[config.mk]
export PLATFORM = sky130hd
export DESIGN_NAME = vga_multi_digit_display_flat
export DESIGN_NICKNAME = d
export VERILOG_FILES = /design/src/rtl/vga_multi_digit_display_if.sv /design/src/rtl/vga_multi_digit_display.sv /design/src/flat_wrapper.sv
export SDC_FILE = /design/constraint.sdc
export NUM_CORES = 1
export LEC_CHECK = 0
export ABC_AREA = 1
export CORE_ASPECT_RATIO = 0.9
export CORE_MARGIN = 5
export CORE_UTILIZATION = 55
export CTS_CLUSTER_DIAMETER = 100
export DETAILED_ROUTE_END_ITERATION = 8
export GPL_TIMING_DRIVEN = 1
export HOLD_SLACK_MARGIN = 0.06
export PLACE_DENSITY = 0.8
export SLEW_MARGIN = 20
export SYNTH_ARGS = -nofsm -noshare
export SYNTH_HDL_FRONTEND = slang
export SYNTH_SLANG_ARGS = --single-unit
[constraint.sdc]
create_clock -name clk -period 5.93 [get_ports clk]
set_input_delay 1.4825 -clock clk [delete_from_list [all_inputs] [get_ports clk]]
set_output_delay 1.4825 -clock clk [all_outputs]
set_load 0.02 [all_outputs]
[src/rtl/vga_multi_digit_display_if.sv]
// Signal bundle between the display-value logic, vga_multi_digit_display and the VGA DAC pins.
// N_DIGITS must match the N_DIGITS of the attached vga_multi_digit_display.
interface vga_multi_digit_display_if #(
    parameter int unsigned N_DIGITS = 4
);
    logic                  ce;
    logic [7*N_DIGITS-1:0] seg;
    logic [N_DIGITS-1:0]   dp;
    logic [11:0]           fg_color;
    logic [11:0]           bg_color;
    logic                  h_sync;
    logic                  v_sync;
    logic [11:0]           rgb;
    logic                  video_on;
    logic                  frame_start;

    modport master (
        output ce, seg, dp, fg_color, bg_color,
        input  h_sync, v_sync, rgb, video_on, frame_start
    );

    modport slave (
        input  ce, seg, dp, fg_color, bg_color,
        output h_sync, v_sync, rgb, video_on, frame_start
    );
endinterface

[src/rtl/vga_multi_digit_display.sv]
// N-digit seven-segment renderer on a VGA raster with frame-synchronous input latch
// and a 2-stage pixel pipeline whose syncs stay aligned with rgb.
module vga_multi_digit_display #(
    parameter int unsigned N_DIGITS    = 4,
    parameter int unsigned H_DISPLAY   = 640,
    parameter int unsigned H_FP        = 16,
    parameter int unsigned H_PULSE     = 96,
    parameter int unsigned H_BP        = 48,
    parameter int unsigned V_DISPLAY   = 480,
    parameter int unsigned V_FP        = 10,
    parameter int unsigned V_PULSE     = 2,
    parameter int unsigned V_BP        = 33,
    parameter bit          SYNC_POL    = 1'b0,
    parameter int          HW          = 6,
    parameter int          HL          = 30,
    parameter int          DIGIT_PITCH = 100,
    parameter int          X_ORIGIN    = 170,
    parameter int          Y_ORIGIN    = 240
) (
    input logic                      clk,
    input logic                      rst,
    vga_multi_digit_display_if.slave bus
);
    localparam int unsigned H_TOTAL = H_DISPLAY + H_FP + H_PULSE + H_BP;
    localparam int unsigned V_TOTAL = V_DISPLAY + V_FP + V_PULSE + V_BP;
    localparam int unsigned H_START = H_PULSE + H_BP;
    localparam int unsigned V_START = V_PULSE + V_BP;
    localparam int unsigned H_END   = H_START + H_DISPLAY;
    localparam int unsigned V_END   = V_START + V_DISPLAY;

    if (H_TOTAL > 1024) begin : g_h_total_err
        $error("H_TOTAL does not fit the 10-bit horizontal counter");
    end
    if (V_TOTAL > 1024) begin : g_v_total_err
        $error("V_TOTAL does not fit the 10-bit vertical counter");
    end
    if (N_DIGITS < 1 || N_DIGITS > 8) begin : g_n_digits_err
        $error("N_DIGITS must be in 1..8");
    end

    logic [9:0] h_cnt_q, h_cnt_d;
    logic [9:0] v_cnt_q, v_cnt_d;
    logic       latch_en;

    always_comb begin
        h_cnt_d = h_cnt_q;
        v_cnt_d = v_cnt_q;
        if (bus.ce) begin
            if (h_cnt_q == 10'(H_TOTAL - 1)) begin
                h_cnt_d = '0;
                v_cnt_d = (v_cnt_q == 10'(V_TOTAL - 1)) ? '0 : v_cnt_q + 10'd1;
            end else begin
                h_cnt_d = h_cnt_q + 10'd1;
            end
        end
    end

    always_ff @(posedge clk or posedge rst) begin
        if (rst) begin
            h_cnt_q <= '0;
            v_cnt_q <= '0;
        end else begin
            h_cnt_q <= h_cnt_d;
            v_cnt_q <= v_cnt_d;
        end
    end

    // Gated by rst so frame_start reads 0 while reset holds the counters at the origin.
    assign latch_en        = bus.ce && (h_cnt_q == '0) && (v_cnt_q == '0);
    assign bus.frame_start = latch_en && !rst;

    logic [7*N_DIGITS-1:0] seg_sh_q;
    logic [N_DIGITS-1:0]   dp_sh_q;
    logic [11:0]           fg_sh_q;
    logic [11:0]           bg_sh_q;

    always_ff @(posedge clk or posedge rst) begin
        if (rst) begin
            seg_sh_q <= '0;
            dp_sh_q  <= '0;
            fg_sh_q  <= '0;
            bg_sh_q  <= '0;
        end else if (latch_en) begin
            seg_sh_q <= bus.seg;
            dp_sh_q  <= bus.dp;
            fg_sh_q  <= bus.fg_color;
            bg_sh_q  <= bus.bg_color;
        end
    end

    logic               hs_raw, vs_raw, active;
    logic signed [10:0] x_s, y_s;

    assign hs_raw = (h_cnt_q < 10'(H_PULSE));
    assign vs_raw = (v_cnt_q < 10'(V_PULSE));
    assign active = (h_cnt_q >= 10'(H_START)) && (h_cnt_q < 10'(H_END)) &&
                    (v_cnt_q >= 10'(V_START)) && (v_cnt_q < 10'(V_END));
    assign x_s    = signed'({1'b0, h_cnt_q} - 11'(H_START));
    assign y_s    = signed'({1'b0, v_cnt_q} - 11'(V_START));

    // Stage 1: digit-relative offsets, 12 bits so the leftmost offset of 8 digits cannot wrap.
    logic signed [11:0] dx_d [N_DIGITS];
    logic signed [11:0] dx_q [N_DIGITS];
    logic signed [11:0] dy_d, dy_q;
    logic               act1_q, hs1_q, vs1_q;

    always_comb begin
        for (int unsigned i = 0; i < N_DIGITS; i++) begin
            dx_d[i] = 12'(int'(x_s) - X_ORIGIN - int'(N_DIGITS - 1 - i) * DIGIT_PITCH);
        end
        dy_d = 12'(int'(y_s) - Y_ORIGIN);
    end

    always_ff @(posedge clk or posedge rst) begin
        if (rst) begin
            for (int unsigned i = 0; i < N_DIGITS; i++) begin
                dx_q[i] <= '0;
            end
            dy_q   <= '0;
            act1_q <= 1'b0;
            hs1_q  <= 1'b0;
            vs1_q  <= 1'b0;
        end else if (bus.ce) begin
            for (int unsigned i = 0; i < N_DIGITS; i++) begin
                dx_q[i] <= dx_d[i];
            end
            dy_q   <= dy_d;
            act1_q <= active;
            hs1_q  <= hs_raw;
            vs1_q  <= vs_raw;
        end
    end

    function automatic logic in_rng(input int v, input int lo, input int hi);
        return (v >= lo) && (v < hi);
    endfunction

    // Stage 2: region hits per digit; hit bit order is {dp,g,f,e,d,c,b,a}.
    logic        lit;
    logic [7:0]  hit;
    int          dxv;
    int          dyv;
    logic [11:0] rgb_d, rgb_q;
    logic        h_sync_d, h_sync_q;
    logic        v_sync_d, v_sync_q;
    logic        video_on_q;

    always_comb begin
        lit = 1'b0;
        hit = '0;
        dxv = 0;
        dyv = int'(dy_q);
        for (int unsigned i = 0; i < N_DIGITS; i++) begin
            dxv    = int'(dx_q[i]);
            hit[0] = in_rng(dxv, -HL, HL)           && in_rng(dyv, -2*HL - HW, -2*HL + HW);
            hit[1] = in_rng(dxv, HL - HW, HL + HW)  && in_rng(dyv, -2*HL, 0);
            hit[2] = in_rng(dxv, HL - HW, HL + HW)  && in_rng(dyv, 0, 2*HL);
            hit[3] = in_rng(dxv, -HL, HL)           && in_rng(dyv, 2*HL - HW, 2*HL + HW);
            hit[4] = in_rng(dxv, -HL - HW, -HL + HW) && in_rng(dyv, 0, 2*HL);
            hit[5] = in_rng(dxv, -HL - HW, -HL + HW) && in_rng(dyv, -2*HL, 0);
            hit[6] = in_rng(dxv, -HL, HL)           && in_rng(dyv, -HW, HW);
            hit[7] = in_rng(dxv, HL + 2*HW, HL + 4*HW) && in_rng(dyv, 2*HL - HW, 2*HL + HW);
            lit    = lit | (|(hit & {dp_sh_q[i], seg_sh_q[7*i +: 7]}));
        end
        rgb_d    = !act1_q ? '0 : (lit ? fg_sh_q : bg_sh_q);
        h_sync_d = ~(hs1_q ^ SYNC_POL);
        v_sync_d = ~(vs1_q ^ SYNC_POL);
    end

    always_ff @(posedge clk or posedge rst) begin
        if (rst) begin
            rgb_q      <= '0;
            video_on_q <= 1'b0;
            h_sync_q   <= ~SYNC_POL;
            v_sync_q   <= ~SYNC_POL;
        end else if (bus.ce) begin
            rgb_q      <= rgb_d;
            video_on_q <= act1_q;
            h_sync_q   <= h_sync_d;
            v_sync_q   <= v_sync_d;
        end
    end

    assign bus.rgb      = rgb_q;
    assign bus.video_on = video_on_q;
    assign bus.h_sync   = h_sync_q;
    assign bus.v_sync   = v_sync_q;
endmodule

[src/flat_wrapper.sv]
// flat-port wrapper written by rule: the top's interface ports become plain ports
module vga_multi_digit_display_flat 
#(
    parameter int unsigned N_DIGITS    = 4,
    parameter int unsigned H_DISPLAY   = 640,
    parameter int unsigned H_FP        = 16,
    parameter int unsigned H_PULSE     = 96,
    parameter int unsigned H_BP        = 48,
    parameter int unsigned V_DISPLAY   = 480,
    parameter int unsigned V_FP        = 10,
    parameter int unsigned V_PULSE     = 2,
    parameter int unsigned V_BP        = 33,
    parameter bit          SYNC_POL    = 1'b0,
    parameter int          HW          = 6,
    parameter int          HL          = 30,
    parameter int          DIGIT_PITCH = 100,
    parameter int          X_ORIGIN    = 170,
    parameter int          Y_ORIGIN    = 240
)
  (clk, rst, bus_ce, bus_seg, bus_dp, bus_fg_color, bus_bg_color, bus_h_sync, bus_v_sync, bus_rgb, bus_video_on, bus_frame_start);
  vga_multi_digit_display_if #(.N_DIGITS(N_DIGITS)) bus_i ();
  input logic clk;
  input logic rst;
  input wire logic [$bits(bus_i.ce)-1:0] bus_ce;
  input wire logic [$bits(bus_i.seg)-1:0] bus_seg;
  input wire logic [$bits(bus_i.dp)-1:0] bus_dp;
  input wire logic [$bits(bus_i.fg_color)-1:0] bus_fg_color;
  input wire logic [$bits(bus_i.bg_color)-1:0] bus_bg_color;
  output wire logic [$bits(bus_i.h_sync)-1:0] bus_h_sync;
  output wire logic [$bits(bus_i.v_sync)-1:0] bus_v_sync;
  output wire logic [$bits(bus_i.rgb)-1:0] bus_rgb;
  output wire logic [$bits(bus_i.video_on)-1:0] bus_video_on;
  output wire logic [$bits(bus_i.frame_start)-1:0] bus_frame_start;
  assign bus_i.ce = bus_ce;
  assign bus_i.seg = bus_seg;
  assign bus_i.dp = bus_dp;
  assign bus_i.fg_color = bus_fg_color;
  assign bus_i.bg_color = bus_bg_color;
  assign bus_h_sync = bus_i.h_sync;
  assign bus_v_sync = bus_i.v_sync;
  assign bus_rgb = bus_i.rgb;
  assign bus_video_on = bus_i.video_on;
  assign bus_frame_start = bus_i.frame_start;
  vga_multi_digit_display #(.N_DIGITS(N_DIGITS), .H_DISPLAY(H_DISPLAY), .H_FP(H_FP), .H_PULSE(H_PULSE), .H_BP(H_BP), .V_DISPLAY(V_DISPLAY), .V_FP(V_FP), .V_PULSE(V_PULSE), .V_BP(V_BP), .SYNC_POL(SYNC_POL), .HW(HW), .HL(HL), .DIGIT_PITCH(DIGIT_PITCH), .X_ORIGIN(X_ORIGIN), .Y_ORIGIN(Y_ORIGIN)) u_core (.clk(clk), .rst(rst), .bus(bus_i));
endmodule
==> out/qor.yml, run 1 <==
run_status:
  status: "complete, no violations"
route:
  drc: 0
  wl_per_cell_um: 15.5
  via_count: 6850
  via_per_inst: 5.40
  firstDrtPassIters: 5
  drt.antenna.violating_nets: 0
  drtIter0Drc: 656
  wl_um: 19700
grt:
  grt_first_pass_wirelength_um: 32900
  antenna_found_initial: 0
  grt_usage: 0.231
  grt_pass1_vias: 6671
  grt_max_degree: 117
  grt-ovfl-total: 0
yosys:
  synth.most_common_cell: "nand2_1"
  synth_cell_types: 50
  synth_area_leaders: "dfrtp_1 43%, nand2_1 12%, mux2_4 5.3%"
  seq_area_frac_synth: 0.440
  syn_area_mm2: 0.00820
  yosysWarnings: 0
  synthCells: 987
  synth_top_cell_by_area: "dfrtp_1"
  synth_edf_count: 0
  syn-num-nets: 1063
  async_flop_share: 1.00
  synth_ff_type: "dfrtp_1"
  synth.top_cell.area_share: 0.434
  avgSynthCellArea_um2: 8.30
  synth_seq_cells: 144
  ys_top_cells_by_count: "253 x nand2_1, 142 x dfrtp_1, 105 x inv_1, 100 x nor2_1, 63 x nand3_1"
timing:
  setup_tns_ns: 0
  setup_viol: 0
  rsz0062_at_grt: "false"
  worstMarginPinSlew_ns: 0.887
  hold_viol: 0
  slew_headroom: 0.408
  finalMaxSlewViolations: 0
  fmax_mhz: 210
  post-route-period-util: 0.802
  fin_worst_skew_ns: 0.0103
  setup_slack_ns: 1.17
  min_period_ns: 4.76
clock_tree:
  cts_tree: "built"
  numCtsBuffers: 17
  clk_latency_ns: 0.43
  cts_setup_buffers: 0
  holdBufCountCts: 0
  cts.htree.levels: 4
  cts.root.buffer_cell: "clkbuf_16"
  clk_path_buf_depth: 2
  postCtsResizedCells: 0
  cts.sinks: 144
  cts.clk_slew.worst_paths_ns: 0.06
power:
  powerDensity_mw_per_mm2: 411
  ir_worst_vdd_mv: 0.295
  total_power_w: 0.00399
  leakage_nw: 4.86
worst_hold_path:
  hold_path_class: "flop to flop"
worst_setup_path:
  crit_path_start_kind: "input pin"
  end_kind: "primary output"
  worstPathMaxFanout: 2
  cp_data_arrival_time_ns: 3.27
  r2r_setup_slack_ns: 3.46
  crit_type: "input pin to primary output"
  cp.required_ns: 4.45
floorplan:
  die-area_mm2: 0.0174
  start_util: 0.559
  num_rows: 42
  ioPinCount: 75
  die_width_um: 139
  core_area_mm2: 0.0147
  die_height_um: 126
layout:
  diodes: 0
  syn_to_final_growth_pct: 18.2
  finalNetCount: 1134
  finalNonFillerCells: 1269
  final_layout_size_suffix_gt1_frac: 0.149
placed_design:
  placed_cells: 1237
  gp_congestion: 0.921
  portBuffers: 74
  dpl.hpwl_um: 13400
  pre_cts_slack_ns: 1.17
run:
  maxCapViolCount: 0
[path summary, 6_finish.rpt]
| check | from | to | cells past startpoint |
|---|---|---|---|
| worst max-delay path | bus_ce | bus_frame_start | 6 |
| worst min-delay path | u_core.vs1_q$_DFFE_PP0P_ | u_core.bus.v_sync$_DFFE_PP1P_ | 1 |
| worst max register to register | u_core.h_cnt_q[1]$_DFFE_PP0P_ | u_core.dx_q[21]$_DFFE_PP0P_ | 15 |
| worst min register to register | u_core.vs1_q$_DFFE_PP0P_ | u_core.bus.v_sync$_DFFE_PP1P_ | 1 |
| max in group asynchronous | rst | u_core.seg_sh_q[3]$_DFFE_PP0P_ | 3 |
| min in group asynchronous | rst | u_core.bg_sh_q[10]$_DFFE_PP0P_ | 2 |
[through the flow]
step / utilization / instance area, um2 / hold WS, ns
2_1_floorplan: - / 8200 / 0.407
3_3_place_gp: 0.619 / 9070 / 0.437
3_5_place_dp: 0.619 / 9070 / 0.437
4_1_cts: 0.661 / 9690 / 0.458
5_1_grt: 0.661 / 9690 / 0.477
6_report: 0.661 / 9690 / 0.462
[cell usage in the layout, fill, tap and decap left out, drive strengths merged]
master	Yosys	routed
nor3	12	12
a31oi	7	7
o21bai	3	3
nand3	67	67
clkbuf	10	17
o2111ai	3	3
dfrtp	142	142
o22ai	5	5
or2	2	2
mux2	56	56
a22oi	1	1
and2	2	2
buf	16	4
xnor2	4	4
o211ai	2	2
o311ai	1	1
xor2	15	15
bufinv	0	2
nand2	278	278
o21ai	54	54
ha	17	17
dfstp	2	2
nand4	25	25
inv	119	129
o21a	1	1
a21boi	1	1
clkinv	1	4
a221oi	1	1
a21oi	24	24
nor2	113	113
clkdlybuf4s50	0	74
a22o	2	2
a21o	1	1
[per-layer routing]
layer / global-route usage / vias up / part of all wire
li1: - / 3339 / -
met4: 0.0690 / 0 / 0.017
met5: 0 / - / 0
met1: 0.305 / 3265 / 0.44
met2: 0.387 / 217 / 0.49
met3: 0.0497 / 29 / 0.056
[sequential cells by signal, indices dropped and copies added, names as in the netlist, 4 cells and up]
signal / flops
u_core.dx_q: 39
u_core.seg_sh_q: 28
u_core.bg_sh_q: 12
u_core.bus.rgb: 12
u_core.fg_sh_q: 12
u_core.dy_q: 11
u_core.h_cnt_q: 10
u_core.v_cnt_q: 10
u_core.dp_sh_q: 4
[worst max-delay path: stages]
cell	delay (ns)
clkdlybuf4s50_1	0.49
inv_2	0.04
nor3_1	0.39
nand3_4	0.15
nor2_1	0.11
clkdlybuf4s50_1	0.61
[cell type report]
class / instances / area, um2
fillers: 1147 / 4970
multi-input cells: 697 / 3990
flip-flops and latches: 144 / 3610
repair buffers: 78 / 771
inverters: 120 / 460
clock buffers: 17 / 425
well taps: 198 / 248
clock inverters: 15 / 188
[power breakdown]
part           switching, W  total, W  leakage (nW)  internal [W]
clock network      0.000475   0.00112         0.304      0.000642
logic               0.00102   0.00154          2.70      0.000514
registers          0.000179   0.00133          1.85       0.00115
[cell families (layout without fill, tap and decap cells)]
logic type | count (synthesis) | after routing | synth area share
mux | 56 | 56 | 0.0902
fa+ha+maj | 17 | 17 | 0.0259
flops | 144 | 144 | 0.440
xor+xnor | 19 | 19 | 0.0240
compound gates | 106 | 106 | 0.0734
buf+inv | 146 | 230 | 0.0746
simple gates | 499 | 499 | 0.272
Power figures use the tool's default switching activity.
==> run 2: changes to the inputs <==
clock period = 4.64 ns   (was 5.93 ns; I/O delays follow)
==> run 2 against run 1 <==
Sequential power up 28%. Power up 25%. Highest routed layer unchanged. Non-clock buffer count is the same.
==> out/qor.yml, run 2 (synthesis results as in run 1) <==
run_status:
  status: "complete, no violations"  # unchanged
timing:
  min_period_ns: 4.12
  fin_worst_skew_ns: 0.0125  # was 0.0103 ns
  fmax_mhz: 243
  rsz0062_at_grt: "false"  # unchanged
  post-route-period-util: 0.887
  slew_headroom: 0.420  # was 0.408
  setup_slack_ns: 0.524  # was 1.17 ns
  setup_viol: 0  # unchanged
  finalMaxSlewViolations: 0  # unchanged
  hold_viol: 0  # unchanged
  holdWs_ns: 0.448  # was 0.462 ns
  setup_tns_ns: 0  # unchanged
  worstMarginPinSlew_ns: 0.871  # was 0.887 ns
worst_hold_path:
  hold_path_class: "flop to flop"  # unchanged
  min_from: "u_core.hs1_q$_DFFE_PP0P_"  # was u_core.vs1_q$_DFFE_PP0P_
clock_tree:
  cts.clk_slew.worst_paths_ns: 0.06  # about the same
  cts_setup_buffers: 0  # unchanged
  clk_path_buf_depth: 2  # unchanged
  cts.sinks: 144  # unchanged
  cts_tree: "built"  # unchanged
  holdBufCountCts: 0  # unchanged
  clk_latency_ns: 0.44  # was 0.43 ns
  cts.root.buffer_cell: "clkbuf_16"  # unchanged
  postCtsResizedCells: 0  # unchanged
  numCtsBuffers: 17  # unchanged
  cts.htree.levels: 4  # unchanged
route:
  firstDrtPassIters: 5  # unchanged
  wl_um: 19200  # was 19700 um
  drc: 0  # unchanged
  drt.antenna.violating_nets: 0  # unchanged
  wl_per_cell_um: 15.1  # was 15.5 um
  via_per_inst: 5.34  # was 5.40
  drtIter0Drc: 589  # was 656
  via_count: 6774  # was 6850
layout:
  final_common_cell: "nand2_1"  # unchanged
  finalNonFillerCells: 1269  # unchanged
  diodes: 0  # unchanged
  utilization: 0.658  # was 0.661
  syn_to_final_growth_pct: 17.8  # was 18.2%
  fillers: 1166  # was 1147
  top_register: "u_core.dx_q"  # unchanged
  largestRegisters: "u_core.dx_q x39, u_core.seg_sh_q x28"  # unchanged
  finalNetCount: 1134  # unchanged
  final_layout_size_suffix_gt1_frac: 0.149  # unchanged
  largest_reg_flops: 39  # unchanged
  mostFrequentLayoutCells: "253 x nand2_1, 142 x dfrtp_1, 104 x inv_1"  # unchanged
power:
  intPower_w: 0.00284  # was 0.00231 W
  combPwrFrac: 0.394  # was 0.385
  ir_worst_vdd_mv: 0.430  # was 0.295 mV
  power.share.clock: 0.264  # was 0.280
  p_sw_frac: 0.427  # was 0.420
  switching_power_w: 0.00212  # was 0.00168 W
  pwr-share-seq: 0.342  # was 0.335
  powerDensity_mw_per_mm2: 514  # was 411 mW/mm2
  leakage_nw: 4.83  # was 4.86 nW
worst_setup_path:
  slowest_delay_ns: 0.61  # about the same
  cp_cell_sequence: "clkdlybuf4s50_1 > inv_2 > nor3_1 > nand3_4 > nor2_1 > clkdlybuf4s50_1"  # unchanged
  cp_data_arrival_time_ns: 2.96  # was 3.27 ns
  critPathSlowestCell: "clkdlybuf4s50_1"  # unchanged
  crit_top_cell: "clkdlybuf4s50_1"  # unchanged
  worstPathMaxFanout: 2  # unchanged
  end_kind: "primary output"  # unchanged
  rr_startpoint: "u_core.dx_q[19]$_DFFE_PP0P_"  # was u_core.h_cnt_q[1]$_DFFE_PP0P_
  cp.required_ns: 3.48  # was 4.45 ns
  crit_path_start_kind: "input pin"  # unchanged
  crit_type: "input pin to primary output"  # unchanged
  crit_start: "bus_ce"  # unchanged
grt:
  grt-ovfl-total: 0  # unchanged
  grt_pass1_vias: 6657  # was 6671
  grt_first_pass_wirelength_um: 32900  # about the same
  antenna_found_initial: 0  # unchanged
  grt_max_degree: 145  # was 117
  grt_usage: 0.231  # about the same
floorplan:
  die_height_um: 126  # unchanged
  start_util: 0.559  # unchanged
  die_width_um: 139  # unchanged
  ioPinCount: 75  # unchanged
  core_area_mm2: 0.0147  # unchanged
  num_rows: 42  # unchanged
  die-area_mm2: 0.0174  # unchanged
placed_design:
  pre_cts_slack_ns: 0.516  # was 1.17 ns
  placed_cells: 1237  # unchanged
  dpl.hpwl_um: 13300  # was 13400 um
  portBuffers: 74  # unchanged
  gp_congestion: 0.883  # was 0.921
run:
  maxCapViolCount: 0  # unchanged
-- run 2: cell count changes in the layout (fill, tap and decap cells not counted), sizes merged --
cell	change
bufinv	-2
clkinvlp	+2
inv	-2
clkinv	+2
-- run 2: metal layers --
metal | share of wire | vias up | global-route usage
li1 | - | 3335 | -
met1 | 0.44 | 3201 | 0.309
met2 | 0.48 | 213 | 0.372
met3 | 0.064 | 25 | 0.0576
met4 | 0.017 | 0 | 0.0754
met5 | 0 | - | 0
-- run 2: power groups by stage --
stage	Sequential, W	Clock (W)	Combinational [W]
floorplan	0.00165	0	0.00150
CTS	0.00169	0.00134	0.00194
detailed placement	0.00171	0	0.00192
global placement	0.00171	0	0.00186
global route	0.00173	0.00139	0.00226
finish	0.00170	0.00131	0.00195
-- run 2: layout make-up --
type                       instances  area, um2  area share
sequential                       144       3610       0.374
tap                              198        248      0.0257
clock inverter                    15        141      0.0146
multi-input combinational        697       3990       0.414
clock buffer                      17        425      0.0441
inverter                         120        457      0.0473
timing repair buffer              78        783      0.0812
-- run 2: path summary, 6_finish.rpt --
| check | endpoint | slack (ns) | cells past startpoint |
|---|---|---|---|
| worst max register to register | u_core.bus.rgb[10]$_DFFE_PP0P_ | 2.16 | 11 |
| min in group asynchronous | u_core.seg_sh_q[14]$_DFFE_PP0P_ | 1.32 | 3 |
| max in group asynchronous | u_core.dy_q[10]$_DFFE_PP0P_ | 2.76 | 3 |
| worst min register to register | u_core.bus.h_sync$_DFFE_PP1P_ | 0.45 | 1 |
| worst max-delay path | bus_frame_start | 0.52 | 6 |
| worst min-delay path | u_core.bus.h_sync$_DFFE_PP1P_ | 0.45 | 1 |
-- run 2: per-stage QoR --
step / total power [W] / area (um2)
final: 0.00497 / 9650
after global routing: 0.00538 / 9650
after CTS: 0.00497 / 9650
after detailed placement: 0.00364 / 9080
after global placement: 0.00357 / 9080
after floorplan: 0.00315 / 8200
-- run 2: critical path: cells and delay by family --
kind | cells | cell delay (ns)
buffers and inverters | 3 | 1.14
and+or+nand+nor | 3 | 0.65
